[config.mk]
export PLATFORM = sky130hd
export DESIGN_NAME = uart_baud_gen
export DESIGN_NICKNAME = d
export VERILOG_FILES = /design/src/rtl/uart_baud_gen.sv
export SDC_FILE = /design/constraint.sdc
export NUM_CORES = 1
export LEC_CHECK = 0
export CORE_MARGIN = 2
export CORE_UTILIZATION = 63
export CTS_CLUSTER_SIZE = 10
export DETAILED_ROUTE_END_ITERATION = 16
export GPL_ROUTABILITY_DRIVEN = 0
export HOLD_SLACK_MARGIN = 0.08
export PLACE_DENSITY_LB_ADDON = 0.25
export SLEW_MARGIN = 20
export SYNTH_ARGS = -nofsm -noshare
export SYNTH_HDL_FRONTEND = slang
export SYNTH_SLANG_ARGS = --single-unit
[constraint.sdc]
create_clock -name clk -period 10 [get_ports clk]
set_input_delay 2 -clock clk [delete_from_list [all_inputs] [get_ports clk]]
set_output_delay 2 -clock clk [all_outputs]
set_load 0.005 [all_outputs]
[src/rtl/uart_baud_gen.sv]
// Runtime-programmable UART baud timer: fractional oversample divider, bit/frame tracking.
// Optional mid-bit RX sample strobe (mid_tick) when UART_BAUD_MID_TICK_EN is defined.
module uart_baud_gen #(
    parameter int DIV_WIDTH        = 16,
    parameter int FRAC_WIDTH       = 4,
    parameter int OVERSAMPLE       = 16,
    parameter int FRAME_WIDTH      = 8,
    parameter int BITS_WIDTH       = FRAME_WIDTH + 2,
    parameter int DEFAULT_DIV_INT  = 651,
    parameter int DEFAULT_DIV_FRAC = 1,
    localparam int IDX_WIDTH       = $clog2(BITS_WIDTH)
) (
    input  logic                  clk,
    input  logic                  rst,
    input  logic                  cnt_en,
    input  logic                  div_load,
    input  logic [DIV_WIDTH-1:0]  div_int_in,
    input  logic [FRAC_WIDTH-1:0] div_frac_in,
    output logic                  os_tick,
    output logic                  bit_tick,
    output logic                  frame_done,
`ifdef UART_BAUD_MID_TICK_EN
    output logic                  mid_tick,
`endif
    output logic [IDX_WIDTH-1:0]  bit_idx
);

    localparam int OS_WIDTH = $clog2(OVERSAMPLE);

    localparam logic [DIV_WIDTH-1:0]  DIV_MIN   = DIV_WIDTH'(2);
    localparam logic [DIV_WIDTH-1:0]  DIV_RST   = DIV_WIDTH'(DEFAULT_DIV_INT);
    localparam logic [FRAC_WIDTH-1:0] FRAC_RST  = FRAC_WIDTH'(DEFAULT_DIV_FRAC);
    localparam logic [OS_WIDTH-1:0]   OS_LAST   = OS_WIDTH'(OVERSAMPLE - 1);
    localparam logic [IDX_WIDTH-1:0]  IDX_LAST  = IDX_WIDTH'(BITS_WIDTH - 1);
`ifdef UART_BAUD_MID_TICK_EN
    localparam logic [OS_WIDTH-1:0]   OS_MID    = OS_WIDTH'(OVERSAMPLE / 2 - 1);
`endif

    logic [DIV_WIDTH-1:0]  shadow_int,  shadow_int_nxt;
    logic [FRAC_WIDTH-1:0] shadow_frac, shadow_frac_nxt;
    logic [DIV_WIDTH-1:0]  active_int;
    logic [FRAC_WIDTH-1:0] active_frac;

    logic [DIV_WIDTH-1:0]  clk_cnt;
    logic [OS_WIDTH-1:0]   os_cnt;
    logic [FRAC_WIDTH-1:0] acc;

    logic [DIV_WIDTH-1:0]  div_eff;
    logic [FRAC_WIDTH:0]   frac_sum;
    logic [DIV_WIDTH-1:0]  period_last;
    logic                  os_fire;
    logic                  bit_fire;
    logic                  frame_fire;

    // NOTE: every always_comb output gets a default first so no latch can be inferred.
    always_comb begin
        shadow_int_nxt  = shadow_int;
        shadow_frac_nxt = shadow_frac;
        if (div_load) begin
            shadow_int_nxt  = div_int_in;
            shadow_frac_nxt = div_frac_in;
        end

        div_eff     = (active_int < DIV_MIN) ? DIV_MIN : active_int;
        frac_sum    = {1'b0, acc} + {1'b0, active_frac};
        // Carry stretches this period by one clock; max value still fits DIV_WIDTH.
        period_last = div_eff - DIV_WIDTH'(1) + DIV_WIDTH'(frac_sum[FRAC_WIDTH]);

        os_fire    = cnt_en && (clk_cnt == period_last);
        bit_fire   = os_fire && (os_cnt == OS_LAST);
        frame_fire = bit_fire && (bit_idx == IDX_LAST);
    end

    // Active divisor only changes while idle or on the edge where bit_tick is high;
    // that edge is the first of the next bit, so each bit sees one divisor only.
    // NOTE: sequential state uses non-blocking assignments so all registers update together.
    always_ff @(posedge clk or negedge rst) begin
        if (!rst) begin
            shadow_int  <= DIV_RST;
            shadow_frac <= FRAC_RST;
            active_int  <= DIV_RST;
            active_frac <= FRAC_RST;
        end else begin
            shadow_int  <= shadow_int_nxt;
            shadow_frac <= shadow_frac_nxt;
            if (!cnt_en || bit_tick) begin
                active_int  <= shadow_int_nxt;
                active_frac <= shadow_frac_nxt;
            end
        end
    end

    always_ff @(posedge clk or negedge rst) begin
        if (!rst) begin
            clk_cnt    <= '0;
            os_cnt     <= '0;
            acc        <= '0;
            bit_idx    <= '0;
            os_tick    <= 1'b0;
            bit_tick   <= 1'b0;
            frame_done <= 1'b0;
`ifdef UART_BAUD_MID_TICK_EN
            mid_tick   <= 1'b0;
`endif
        end else if (!cnt_en) begin
            clk_cnt    <= '0;
            os_cnt     <= '0;
            acc        <= '0;
            bit_idx    <= '0;
            os_tick    <= 1'b0;
            bit_tick   <= 1'b0;
            frame_done <= 1'b0;
`ifdef UART_BAUD_MID_TICK_EN
            mid_tick   <= 1'b0;
`endif
        end else begin
            os_tick    <= os_fire;
            bit_tick   <= bit_fire;
            frame_done <= frame_fire;
`ifdef UART_BAUD_MID_TICK_EN
            mid_tick   <= os_fire && (os_cnt == OS_MID);
`endif
            if (os_fire) begin
                clk_cnt <= '0;
                acc     <= frac_sum[FRAC_WIDTH-1:0];
                os_cnt  <= (os_cnt == OS_LAST) ? '0 : os_cnt + OS_WIDTH'(1);
            end else begin
                clk_cnt <= clk_cnt + DIV_WIDTH'(1);
            end
            if (bit_fire) begin
                bit_idx <= frame_fire ? '0 : bit_idx + IDX_WIDTH'(1);
            end
        end
    end

endmodule

# [Word level (Yosys, flattened, before mapping)]
# Index checks and enable logic that the tools add are counted.
[totals] register_bits=71 inputBits=24 elab_cells=44 out_inout_bits=7
[classes] eq_ne=5 mux=16 reduce_logical=5 add_sub_neg=6 order_cmp=1
[ops] op="2-to-1 mux 16 bit" count=4
[ops] op="2-to-1 mux 4 bit" count=9
[ops] op="adder 16 x 1 -> 16 bit" count=1
[ops] op="adder 16 x 1 -> 16 bit, second input constant" count=1
[ops] op="== test 16 bit" count=1
[ops] op="< comparator 16 x 2 -> 1 bit, second input constant" count=1
[ops] op="subtractor 16 x 1 -> 16 bit, second input constant" count=1
[ops] op="adder 4 x 1 -> 4 bit, second input constant" count=2
[ops] op="== test 4 bit, second input constant" count=2
[ops] op="adder 4 x 4 -> 5 bit" count=1
[ops] op="inequality test 2 x 1 -> 1 bit, second input constant" count=2
[ops] op="logical AND 1 bit" count=3
[ops] op="2-to-1 mux 1 bit" count=3
[ops] op="logical NOT 1 bit" count=1
[ops] op="logical OR 1 bit" count=1

# [Depth between registers and ports, before layout]
[logic_depth] word_depth=11 mapped_depth=17 depth_no_buf=15

# [Worst setup path before layout]
# No wires, ideal clock.
[synth_timing] kind="register -> register" startpoint="register active_int[12]" endpoint="register bit_idx[3]" stages_incl_launch_ff=13 period_less_slack_ns=3.667 required_time_ns=9.878 arrival_time_ns=3.545 path_buffers=1 setup_ns=0.122 setup_slack_ns=6.333 path_cell_list="dfrtp_1 nor4_1 nand4_1 o21ai_0 ha_1 ha_1 clkbuf_1 nand3_1 or4b_2 nand3_1 o21ai_1 or4_1 a32o_1"
[synth_via] elab_chain_len=11 word_cells_on_any_way=12 classes_between="2 x add/sub; 1 x order compare; 2 x eq/ne; 4 x mux; 3 x reduce/logical"
[synth_lines] element="from (decl)" line_no="41" rtl="logic [DIV_WIDTH-1:0] active_int;"
[synth_lines] element="from (signal assigned)" line_no="87" rtl="active_int <= shadow_int_nxt;"
[synth_lines] element="< comparator 16 x 2 -> 1 bit" line_no="64" rtl="div_eff = (active_int < DIV_MIN) ? DIV_MIN : active_int;"
[synth_lines] element="2-to-1 mux 16 bit (*)" line_no="64"
[synth_lines] element="subtractor 16 x 1 -> 16 bit (*)" line_no="67" rtl="period_last = div_eff - DIV_WIDTH'(1) + DIV_WIDTH'(frac_sum[FRAC_WIDTH]);"
[synth_lines] element="adder 16 x 1 -> 16 bit (*)" line_no="67"
[synth_lines] element="== test 16 bit (*)" line_no="69" rtl="os_fire = cnt_en && (clk_cnt == period_last);"
[synth_lines] element="logical AND 1 bit (*)" line_no="69"
[synth_lines] element="logical AND 1 bit (*)" line_no="70" rtl="bit_fire = os_fire && (os_cnt == OS_LAST);"
[synth_lines] element="logical AND 1 bit" line_no="71" rtl="frame_fire = bit_fire && (bit_idx == IDX_LAST);"
[synth_lines] element="2-to-1 mux 4 bit" line_no="131" rtl="bit_idx <= frame_fire ? '0 : bit_idx + IDX_WIDTH'(1);"
[synth_lines] element="2-to-1 mux 4 bit" line_no="130" rtl="if (bit_fire) begin"
[synth_lines] element="2-to-1 mux 4 bit" line_no="105" rtl="end else if (!cnt_en) begin"
[synth_lines] element="to (signal assigned)" line_no="131"
[synth_lines] element="to (decl)" line_no="25" rtl="output logic [IDX_WIDTH-1:0] bit_idx"
# Mark *: on every way between the ends. The rest lies on a longest branch, timed or not. The select of a mux whose other input is x is not followed.
# A chain may end at the register's enable or synchronous reset.

# [Worst setup path after layout]
[layout_timing] startpoint="register active_int[12]" endpoint="register acc[1]"
[layout_via] elab_chain_len=7
[layout_lines] element="< comparator 16 x 2 -> 1 bit" line_no="64"
[layout_lines] element="2-to-1 mux 16 bit (*)" line_no="64"
[layout_lines] element="subtractor 16 x 1 -> 16 bit (*)" line_no="67"
[layout_lines] element="adder 16 x 1 -> 16 bit (*)" line_no="67"
[layout_lines] element="== test 16 bit (*)" line_no="69"
[layout_lines] element="logical AND 1 bit (*)" line_no="69"
[layout_lines] element="inequality test 2 x 1 -> 1 bit (no line) (*)"
[layout_lines] element="to (signal assigned)" line_no="125" rtl="acc <= frac_sum[FRAC_WIDTH-1:0];"
[layout_lines] element="to (decl)" line_no="46" rtl="logic [FRAC_WIDTH-1:0] acc;"
# Mark *: on every way between the ends. The rest lies on a longest branch, timed or not.

==> key figures <==
Pwr
  – Reg power frac: 0.494
  – Clock Power Share: 0.360
  – P_sw: ~0.18 mW
  – Internal power: 0.5000 mW
  – Switching power share of the total: 0.2643
  – Worst vdd ir: around 0.096 mV
  – P_leak: 1.878 nW
  – PwrDens: about 150 nW/um^2
  – Total Power: between 0.6 and 0.7 mW
  – Comb power frac: 0.146

Run status
  – Outcome: finished, final reports clean

Clock tree
  – Total CTS buffers: 9
  – Insertion delay to the later sink of the worst-skew pair: ~0.35 ns
  – Clock sinks: 71
  – H-tree levels: 3
  – CTS resizes: 0
  – CTS root buf: clkbuf_8
  – CTS tree: yes
  – Hold Buf Count CTS: 0
  – Clock buffer depth: 2
  – Reg clk slew, reported paths: approximately 0.08 ns
  – Post-CTS Setup Inserts: 0

STA
  – Period utilization: 0.4130
  – Fmax: roughly 240 MHz
  – Fin crit period: approximately 4.1 ns
  – RSZ-0062 raised after global routing: false
  – Slew HR: 0.3633
  – Final hold viol count: 0
  – Setup Viol. Count Final: 0
  – Setup_tns: 0 ns
  – Final worst setup slack: ~5.9 ns
  – Slew Viols, Final: 0
  – Measured slew at the worst slew-check pin: between 0.9 and 1 ns
  – Skew final: between 0.01 and 0.015 ns

Setup path
  – CP Class: register to register
  – Req. time, crit path: a little over 10 ns
  – CP Capture Type: register
  – Reg-to-reg endpoint: acc[1]$_DFFE_PN0P_
  – R2r startpoint: active_int[12]$_DFFE_PN0P_
  – Setup crit end: acc[1]$_DFFE_PN0P_
  – Reg2Reg Setup Slack: roughly 6 ns
  – CP startpoint kind: register
  – WP data arrival: around 4.4 ns
  – Worst Path Max Fanout: 10
  – Crit path from: active_int[12]$_DFFE_PN0P_
  – Reg2reg path depth: 11

Synthesis
  – Avg Cell Area, Syn: between 10 and 15 um^2
  – Synth top area cells: dfrtp_1 (39%), mux2_2 (12%), dfstp_2 (8.2%)
  – Syn_nets: between 300 and 400
  – Yosys cell types: 52
  – Post-synth EDFFs: 0
  – Fraction of registers with async set/reset: 1.000
  – Synth Instances: roughly 350
  – Yosys reg bits: slightly above 70
  – Main synth FF type: dfrtp_1
  – Mapped Area: between 3000 and 4000 um^2
  – Seq/Total Area, Yosys: 0.4683
  – Ys Warns: 0
  – Most common cell in the synthesized netlist: dfrtp_1
  – Cell taking the most area after synthesis: dfrtp_1
  – Synth top cells by count: dfrtp_1 (59), mux2_2 (41), nor2_1 (29), nand3_1 (19)
  – Area share of the largest cell type after synthesis: 0.3859

Placement
  – IO buf count: 30
  – Worst slack, placed: 5.847 ns
  – Post-DP HPWL: about 5.4 mm

Global routing
  – Antenna violations before repair: 0
  – Gr ovfl total: 0
  – First-pass GRT wire length: roughly 13 mm
  – Total track usage: 0.2501
  – Largest net degree at the start of global routing: 72
  – Vias in the first global route: ~2800

Detailed routing
  – Drt first pass iters: 4
  – Via density: between 5 and 6
  – ANT nets after route: 0
  – DR vias: 2699
  – Residual DRC: 0
  – Avg WL per Cell: roughly 16 um
  – Total Wirelength: 7.452 mm
  – Drt initial violations: around 140

Final layout
  – Share of cells above drive strength 1: 0.2152
  – Final core occ: 0.7462
  – Area Growth Syn to Fin: 14.78%
  – Fin nets: 412
  – # diodes: 0
  – Filler Cell Count: between 300 and 400

Die
  – Die span in y: 81.93 um
  – I/O pin cnt: 31
  – Std-Cell Rows: 28
  – Die ar.: 6713 um^2
  – Die width: about 82 um
  – Core box area: between 5000 and 6000 um^2
  – Starting density of the core: 0.6501

Flow run
  – Total of max-cap violations: 0

Hold path
  – Hold Crit Class: register to register
  – Worst Min Path Start: shadow_int[14]$_DFF_PN0_
## power groups by stage
stage / logic, mW / registers [mW] / clock network, mW
2_1_floorplan: 0.0721 / 0.331 / 0
3_3_place_gp: 0.0948 / 0.339 / 0
3_5_place_dp: 0.0994 / 0.340 / 0
4_1_cts: 0.0996 / 0.335 / 0.248
5_1_grt: 0.110 / 0.338 / 0.263
6_report: 0.0992 / 0.336 / 0.245
## metal layers
| metal | GRT usage | up-vias | routed length (um) |
|---|---|---|---|
| met3 | 0.05385 | 22 | 294 |
| li1 | - | 1303 | - |
| met1 | 0.3345 | 1311 | 3495 |
| met4 | 0.1117 | 0 | 217 |
| met2 | 0.3919 | 63 | 3444 |
| met5 | 0 | - | 0 |
## logic make-up (layout without fill, tap and decap cells)
logic type	Yosys count	in the layout	synth area share
buffers and inverters	25	60	0.02551
adders and majority gates	11	11	0.03793
AOI/OAI and AO/OA	37	37	0.07423
muxes	50	50	0.1442
xor gates and xnor gates	31	31	0.07096
and+or+nand+nor	121	121	0.1789
DFF	71	71	0.4683
## worst min-delay path by stage
stage	to	slack (ns)	cells after the start
finish	shadow_int[14]$_DFF_PN0_	0.50	1
global route	shadow_int[5]$_DFF_PN0_	0.52	1
CTS	shadow_int[14]$_DFF_PN0_	0.50	1
detailed placement	shadow_int[14]$_DFF_PN0_	0.48	1
global placement	shadow_frac[2]$_DFF_PN0_	0.48	1
floorplan	shadow_frac[1]$_DFF_PN0_	0.47	1
## final cells by class
| class | count | area (um^2) | share of cell area |
|---|---|---|---|
| well taps | 75 | 93.84 | 0.02137 |
| multi-input cells | 250 | 1937 | 0.4410 |
| clock inverters | 6 | 86.33 | 0.01966 |
| repair buffers | 32 | 310.3 | 0.07066 |
| inverters | 13 | 48.80 | 0.01111 |
| clock buffers | 9 | 123.9 | 0.02821 |
| flip-flops and latches | 71 | 1792 | 0.4080 |
## registers in the layout (all words and copies together), names as in the netlist
register,cells
active_frac,4
bit_tick,1
os_tick,1
bit_idx,4
shadow_int,16
active_int,16
clk_cnt,16
shadow_frac,4
frame_done,1
os_cnt,4
acc,4
## layout by cell type (no fill, tap or decap), types with 8 or more instances in the layout
master and n:
dfstp_2 12, xor2_1 14, dfrtp_1 59, and3_1 8, mux2_2 41, xnor2_1 17
nand3_1 19, nand2_1 17, clkdlybuf4s50_1 29, ha_1 10, mux2i_1 9, nor2_1 29
inv_1 13, clkbuf_8 9
## critical path, cell delays in order, from the launching register on
cell and delay (ns):
dfrtp_1 0.43, nor4_1 0.45, nand4_1 0.30, o21ai_0 0.26, ha_1 0.22, ha_1 0.34, nand3_1 0.14, or4b_2 0.64
nand3_1 0.12, o21ai_1 0.25, nor3_1 0.61, mux2i_1 0.28
## metrics by stage
stage | hold slack (ns) | instance area [um^2] | cells
floorplan | 0.4681 | 3826 | 346
global placement | 0.4777 | 4182 | 441
detailed placement | 0.4829 | 4182 | 441
CTS | 0.5003 | 4392 | 456
global route | 0.5173 | 4392 | 456
finish | 0.4993 | 4392 | 456
(Power assumes the default switching activity.)
